<file path="config.mk">
export PLATFORM = sky130hd
export DESIGN_NAME = pwm_duty_decoder
export DESIGN_NICKNAME = d
export VERILOG_FILES = /design/src/rtl/pwm_duty_decoder.sv
export SDC_FILE = /design/constraint.sdc
export NUM_CORES = 1
export LEC_CHECK = 0
export CORE_MARGIN = 2
export CORE_UTILIZATION = 40
export CTS_CLUSTER_SIZE = 12
export DETAILED_ROUTE_END_ITERATION = 10
export GPL_TIMING_DRIVEN = 0
export SLEW_MARGIN = 10
export SYNTH_ARGS = -nofsm -noshare
export SYNTH_HDL_FRONTEND = slang
export SYNTH_SLANG_ARGS = --single-unit
export TNS_END_PERCENT = 30
</file>
<file path="constraint.sdc">
create_clock -name clk -period 5.3 [get_ports clk]
set_input_delay 1.06 -clock clk [delete_from_list [all_inputs] [get_ports clk]]
set_output_delay 1.06 -clock clk [all_outputs]
set_load 0.005 [all_outputs]
</file>
<file path="src/rtl/pwm_duty_decoder.sv">
// PWM receive-side decoder: synchronizes a PWM input, measures period and high
// time between rising edges, recovers the duty code and flags a stuck input.
module pwm_duty_decoder #(
    parameter int W       = 4,
    parameter int CNT_W   = 16,
    parameter int TIMEOUT = 64
) (
    input  logic             clk,
    input  logic             rst,
    input  logic             pwm_in,
    output logic [W-1:0]     duty_out,
    output logic [CNT_W-1:0] period_out,
    output logic [CNT_W-1:0] high_out,
    output logic             valid,
    output logic             locked,
    output logic             stuck_hi,
    output logic             stuck_lo
);

    localparam logic [CNT_W-1:0] NOMINAL = CNT_W'(2 ** W);
    localparam logic [CNT_W-1:0] TMO     = CNT_W'(TIMEOUT);
    localparam logic [CNT_W-1:0] CNT_MAX = '1;

    typedef enum logic [1:0] {
        WAIT_EDGE,
        MEASURE,
        STUCK
    } state_t;

    state_t           state;
    state_t           state_nxt;
    logic             pwm_meta;
    logic             pwm_s;
    logic             pwm_d;
    logic             rise;
    logic [CNT_W-1:0] period_cnt;
    logic [CNT_W-1:0] high_cnt;
    logic             timeout;
    logic             capture;
    logic             enter_stuck;
    logic             track_stuck;

    assign rise    = pwm_s & ~pwm_d;
    assign timeout = (period_cnt == TMO);

    // NOTE: every clocked process uses non-blocking assignments so all flops
    // sample the pre-edge values and simulation order cannot change behaviour.
    always_ff @(posedge clk or negedge rst) begin
        if (!rst) begin
            pwm_meta <= 1'b0;
            pwm_s    <= 1'b0;
            pwm_d    <= 1'b0;
        end else begin
            pwm_meta <= pwm_in;
            pwm_s    <= pwm_meta;
            pwm_d    <= pwm_s;
        end
    end

    // Both counters restart at 1 on the rise cycle and saturate instead of wrapping.
    always_ff @(posedge clk or negedge rst) begin
        if (!rst) begin
            period_cnt <= '0;
            high_cnt   <= '0;
        end else if (rise) begin
            period_cnt <= CNT_W'(1);
            high_cnt   <= CNT_W'(1);
        end else begin
            if (period_cnt != CNT_MAX) begin
                period_cnt <= period_cnt + CNT_W'(1);
            end
            if (pwm_s && (high_cnt != CNT_MAX)) begin
                high_cnt <= high_cnt + CNT_W'(1);
            end
        end
    end

    always_ff @(posedge clk or negedge rst) begin
        if (!rst) begin
            state <= WAIT_EDGE;
        end else begin
            state <= state_nxt;
        end
    end

    // NOTE: all combinational outputs get a default before the case so no
    // path leaves them unassigned, which would otherwise infer a latch.
    always_comb begin
        state_nxt   = state;
        capture     = 1'b0;
        enter_stuck = 1'b0;
        case (state)
            WAIT_EDGE: begin
                if (rise) begin
                    state_nxt = MEASURE;
                end else if (timeout) begin
                    state_nxt   = STUCK;
                    enter_stuck = 1'b1;
                end
            end
            MEASURE: begin
                if (rise) begin
                    capture = 1'b1;
                end else if (timeout) begin
                    state_nxt   = STUCK;
                    enter_stuck = 1'b1;
                end
            end
            STUCK: begin
                if (rise) begin
                    state_nxt = MEASURE;
                end
            end
            default: state_nxt = WAIT_EDGE;
        endcase
    end

    // The rise that leaves STUCK is only a reference; flags hold until the next capture.
    assign track_stuck = enter_stuck | ((state == STUCK) & ~rise);

    always_ff @(posedge clk or negedge rst) begin
        if (!rst) begin
            duty_out   <= '0;
            period_out <= '0;
            high_out   <= '0;
            valid      <= 1'b0;
            locked     <= 1'b0;
            stuck_hi   <= 1'b0;
            stuck_lo   <= 1'b0;
        end else begin
            valid <= capture;
            if (capture) begin
                period_out <= period_cnt;
                high_out   <= high_cnt;
                locked     <= (period_cnt == NOMINAL);
                if (period_cnt == NOMINAL) begin
                    duty_out <= high_cnt[W-1:0];
                end
                stuck_hi <= 1'b0;
                stuck_lo <= 1'b0;
            end else if (track_stuck) begin
                stuck_hi <= pwm_s;
                stuck_lo <= ~pwm_s;
                locked   <= 1'b0;
                if (enter_stuck && !pwm_s) begin
                    duty_out <= '0;
                end
            end
        end
    end

endmodule

</file>
Word level (Yosys, flattened, before mapping)
Cells that the tools add are included.
{"block": "word_totals", "reg_bits": 77, "latchBits": 0, "ram_bits": 0, "mem_bits_ro": 0, "inputBits": 3, "output_inout_bits": 40, "elab_cells": 65, "mem_count": 0}
{"block": "op_classes", "n_addsub": 2, "mul": 0, "n_div": 0, "n_lt_le_gt_ge": 0, "eq_ne": 9, "n_shift": 0, "n_mux": 24, "n_bitwise": 6, "n_reduce_logical": 11}
{"op": "2-to-1 mux 16 bit", "count": 4}
{"op": "adder 16 x 1 -> 16 bit, second input constant", "count": 2}
{"op": "!= test 16 bit, second input constant", "count": 2}
{"op": "== test 16 x 5 -> 1 bit, second input constant", "count": 1}
{"op": "== test 16 x 7 -> 1 bit, second input constant", "count": 1}
{"op": "2-to-1 mux 4 bit", "count": 4}
{"op": "2-to-1 mux 1 bit", "count": 11}
{"op": "2-to-1 mux 2 bit", "count": 4}
{"op": "nonzero test 2 bit", "count": 4}
{"op": "case mux 2 bit (3 select lines)", "count": 1}
{"op": "!= test 2 bit, second input constant", "count": 2}
{"op": "NOT 1 bit", "count": 3}
{"op": "AND reduction 3 bit", "count": 1}
{"op": "AND 1 bit", "count": 2}
{"op": "== test 2 x 1 -> 1 bit, second input constant", "count": 1}
{"op": "== test 2 bit, second input constant", "count": 1}
{"op": "logical AND 1 bit", "count": 2}
{"op": "logical NOT 2 bit", "count": 1}
{"op": "!= test 2 x 1 -> 1 bit, second input constant", "count": 1}
{"op": "AND reduction 2 bit", "count": 1}
{"op": "OR reduction 2 bit", "count": 1}
{"op": "logical NOT 1 bit", "count": 1}
{"op": "OR 1 bit", "count": 1}

Depth between registers and ports, before layout
{"block": "logic_depth", "word_depth": 8, "mapped_depth": 7}

Worst setup path after synthesis
Ideal clock, no wire load.
{"block": "synth_timing", "kind": "reg-to-reg", "start": "reg period_cnt[0]", "end": "reg period_cnt[5]", "setup_ns": 0.079, "arrival_ns": 1.723, "setup_slack_ns": 3.497, "stages_incl_launch_ff": 6, "path_buffers": 0, "cell_sequence": "dfrtp_1 ha_1 and2_1 and4_1 a2111oi_1 mux2i_1"}
{"block": "synth_between", "elab_chain_len": 3}
{"item": "start: declaration", "line_no": "36", "source": "logic [CNT_W-1:0] period_cnt;"}
{"item": "start signal: assignment", "line_no": "70", "source": "period_cnt <= period_cnt + CNT_W'(1);"}
{"item": "adder 16 x 1 -> 16 bit", "line_no": "70"}
{"item": "2-to-1 mux 16 bit", "line_no": "69", "source": "if (period_cnt != CNT_MAX) begin"}
{"item": "2-to-1 mux 16 bit", "line_no": "65", "source": "end else if (rise) begin"}
Parallel ways exist; a longest one is shown, timed or not. The select of a mux whose other input is x is not followed.
A chain may end at the register's enable or synchronous reset.

Worst setup path after layout
{"block": "layout_timing", "start": "reg pwm_d", "end": "reg period_out[4]"}
{"block": "layout_between", "elab_chain_len": 4}
{"item": "start: declaration", "line_no": "34", "source": "logic pwm_d;"}
{"item": "start signal: assignment", "line_no": "56", "source": "pwm_d <= pwm_s;"}
{"item": "NOT 1 bit", "line_no": "43", "source": "assign rise = pwm_s & ~pwm_d;"}
{"item": "AND 1 bit", "line_no": "43"}
{"item": "2-to-1 mux 1 bit", "line_no": "102", "source": "if (rise) begin"}
{"item": "2-to-1 mux 1 bit", "line_no": "92", "source": "case (state)"}
{"item": "end signal: assignment", "line_no": "133", "source": "period_out <= period_cnt;"}
{"item": "end: declaration", "line_no": "12", "source": "output logic [CNT_W-1:0] period_out,"}
No other way between the ends.

==> summary by stage <==
Outcome
The run finished with clean final reports.

GRT
The initial antenna violation count was 0. The first global-routing pass estimated 14000 µm of wire. Global routing used 17.6% of the available tracks across all layers. The largest net degree at the start of global routing is 56. The via count of the first global-routing pass was 2856.

The global route total overflow is 0.

Clock tree
The hold-fix buffer count after cts is 0. Buffers added to address setup during post-CTS repair amount to 0. Clock tree synthesis found a total of 77 sinks. The CTS tree is built. The number of levels in the clock H-tree is 3.

Counting along the longest clock path gives a buffer depth of 2. In this run, post-CTS repair resized a total of 0 instances. CTS placed an instance of clkbuf_8 at the clock tree root.

The clock buffer count from CTS is 9. Clock-pin slew was measured on the worst setup and hold paths at 0.08 ns. The later pin in the worst-skew pair is clocked with a latency of 0.35 ns.

Hold path
The tightest min-delay check is of the register to register type.

Synthesis
In the synthesized netlist the async set-or-reset flop fraction comes to 100%. The average footprint of a synthesized cell is 10.6 µm². The synthesized netlist cell count is 350. The number of synthesized flops with an enable pin is 0.

The number of synthesized register bits is 77. Counting every net in the synthesized netlist gives 356. The main flop type after synthesis is dfrtp_1. The total of warnings raised by yosys is 0. The mapped netlist covers 0.00372 mm². Of the synthesized area, sequential elements account for 51.8%. The distinct cell type count of the synthesized netlist is 51.

Run
The max-capacitance violation count is 0.

STA
The number of hold violations in the final report is 0. Adding up every negative setup slack in the final design gives 0 ns. Subtracting the final worst setup slack from the clock period gives 2.45 ns. The final period utilization is 46.2%. Setup repair after global routing left no endpoint under its margin. For the pin with the worst max-slew slack, the measured transition is 0.758 ns. Setup violations remaining at the end of the flow were counted as 0. Based on the critical path, the design can be clocked at up to 408 MHz. The clock arrives with 0.0113 ns of skew. The count of pins over their slew limit is 0.

Headroom to the max-slew limit came out at 49.0%. The smallest hold slack is 0.353 ns.

Power and ir drop
In this run the power density over the cells is 295 mW/mm². In this run the static leakage power is 1.94 nW. The maximum vdd drop is 0.000147 V.

Detailed routing
In the final routed layout, each cell accounts on average for 16.0 µm. In this run, the number of DRC markers left after iteration 0 of detailed routing was 125. After detailed routing, the number of remaining DRC violations is 0. Once detail routing completed, the nets flagged for antenna violations numbered 0. The wire length reported by the detailed router is 8330 µm.

The vias per cell is 5.62. The total via count after detailed routing is 2924. The number of iterations in the first detailed-routing pass is 4.

Final layout
The non-filler instance count after layout is 520. Of the cells placed in the final design, the portion with a size suffix greater than 1 is 16.1%. At the end of the flow the core is filled with cells to 49.7%.

Summing all non-filler instances in the final layout gives an area of 0.00453 mm². In the final design database the tool counted 410 nets. The number of antenna repair diodes is 0. The growth of design area from synthesis to finish is 21.7%.

Die
The floorplan step defined a core boundary enclosing 0.00911 mm². The height of the die is 100 µm. The overall die width is 100 µm. The area enclosed by the die boundary is 0.0101 mm².

43 I/O pins were placed. Row generation in the floorplan step produced 35 rows. The starting density of the core is 40.8%.

Setup path
The setup path with the least slack is of type register to register. The delay of the slowest cell on the worst path is 0.66 ns. The slowest stage cell on the critical path is nor2_1. The register-to-register setup slack is 2.85 ns.

The dominant cell type by count on the critical path is buf_2. The data arrival at the endpoint of the critical path is 2.68 ns. The critical path required time is 5.53 ns.

The worst setup path is launched from a register. Traced cell by cell, the critical path runs through buf_2 -> nand3b_1 -> nor2_1 -> buf_2 -> mux2_2. The highest fanout seen on the critical path is 10.

The capturing element type of the critical path is a register.

Placed design
The number of cells after detailed placement is 504. Detailed placement ended at an HPWL of 5760 µm. The count of input and output buffers is 42. After detailed placement, the total cell area comes to 0.00430 mm². At the end of routability-driven placement, the weighted congestion stood at 0.866.
cell usage in the layout (no fill, tap or decap), types with 10 or more instances in the layout:
master,instances
dfrtp_1,77
clkdlybuf4s50_1,41
mux2_2,28
nand2_1,25
a21oi_1,20
o21ai_0,19
nor2_1,15
inv_1,14
nand3_1,13
clkbuf_8,11
clkbuf_1,10
nor3_1,10
through the flow:
step / power [mW] / worst slack, ns
after detailed placement: 0.853 / 2.85
after floorplan: 0.760 / 3.50
after CTS: 1.35 / 2.83
final: 1.33 / 2.85
after global routing: 1.40 / 2.67
after global placement: 0.846 / 0.462
path summary, 6_finish.rpt:
check | start | end | depth (start not counted)
hold reg to reg | pwm_meta | pwm_s | 0
min in group asynchronous | rst | high_out[1] | 1
hold / removal | pwm_meta | pwm_s | 0
max in group asynchronous | rst | period_cnt[11] | 2
setup / recovery | pwm_d | period_out[4] | 5
setup reg to reg | pwm_d | period_out[4] | 5
cells by family (layout without fill, tap and decap cells):
logic type,after synthesis,after routing,synth area share (%)
DFF,77,77,51.8
muxes,36,36,10.6
AOI/OAI and AO/OA,79,79,14.0
adders and majority gates,3,3,1.01
buffers and inverters,35,94,4.44
and+or+nand+nor,120,120,18.2
routing by layer:
layer / share of wire (%) / up-vias / GRT usage (%) / routed length [µm]
met5: 0 / - / 0 / 0
met4: 1.4 / 0 / 6.95 / 118
met3: 3.6 / 11 / 3.13 / 299
met2: 48 / 68 / 28.3 / 4000
met1: 47 / 1426 / 23.7 / 3920
li1: - / 1419 / - / -
cells in the mapped netlist, types with 4 or more instances:
master	number	area share, %
a31oi_1	6	1.0
and3_1	6	1.0
dfrtp_1	77	52
nor3_1	10	1.3
nor4_1	6	1.0
o41ai_1	4	0.94
or4_1	6	1.2
nor2b_1	4	0.67
nor2_1	15	1.5
mux2i_1	8	2.2
a2111o_1	4	1.2
nand2_1	25	2.5
clkbuf_1	10	1.0
buf_2	7	0.94
mux2_2	28	8.5
nand4_1	7	1.2
a21oi_1	20	2.7
o21ai_0	19	2.6
o31ai_1	8	1.6
nand2b_1	8	1.3
nand3_1	13	1.7
inv_1	14	1.4
and4_1	5	1.2
state kept, by name, summed over array words and instances (netlist names):
register,cells
valid,1
stuck_hi,1
locked,1
pwm_d,1
pwm_s,1
high_cnt,16
high_out,16
pwm_meta,1
period_cnt,16
period_out,16
duty_out,4
state,2
stuck_lo,1
layout make-up:
type	count	area [µm²]
buffer	21	113
fill	861	4580
timing repair buffer	43	445
clock buffer	9	124
inverter	14	52.6
sequential	77	1930
clock inverter	7	97.6
tap	111	139
multi-input combinational	238	1630
report_power, final:
part	internal (mW)	switching, mW
Clock	0.267	0.227
Sequential	0.626	0.0365
Combinational	0.0855	0.0916
Total	0.979	0.355
critical path, delay by kind of cell, from the launching register on:
kind,cells,cell delay (ns)
simple gates,2,1.04
buf+inv,2,0.55
flops,1,0.36
mux,1,0.37
No activity file was read; power rests on OpenSTA's default activity.
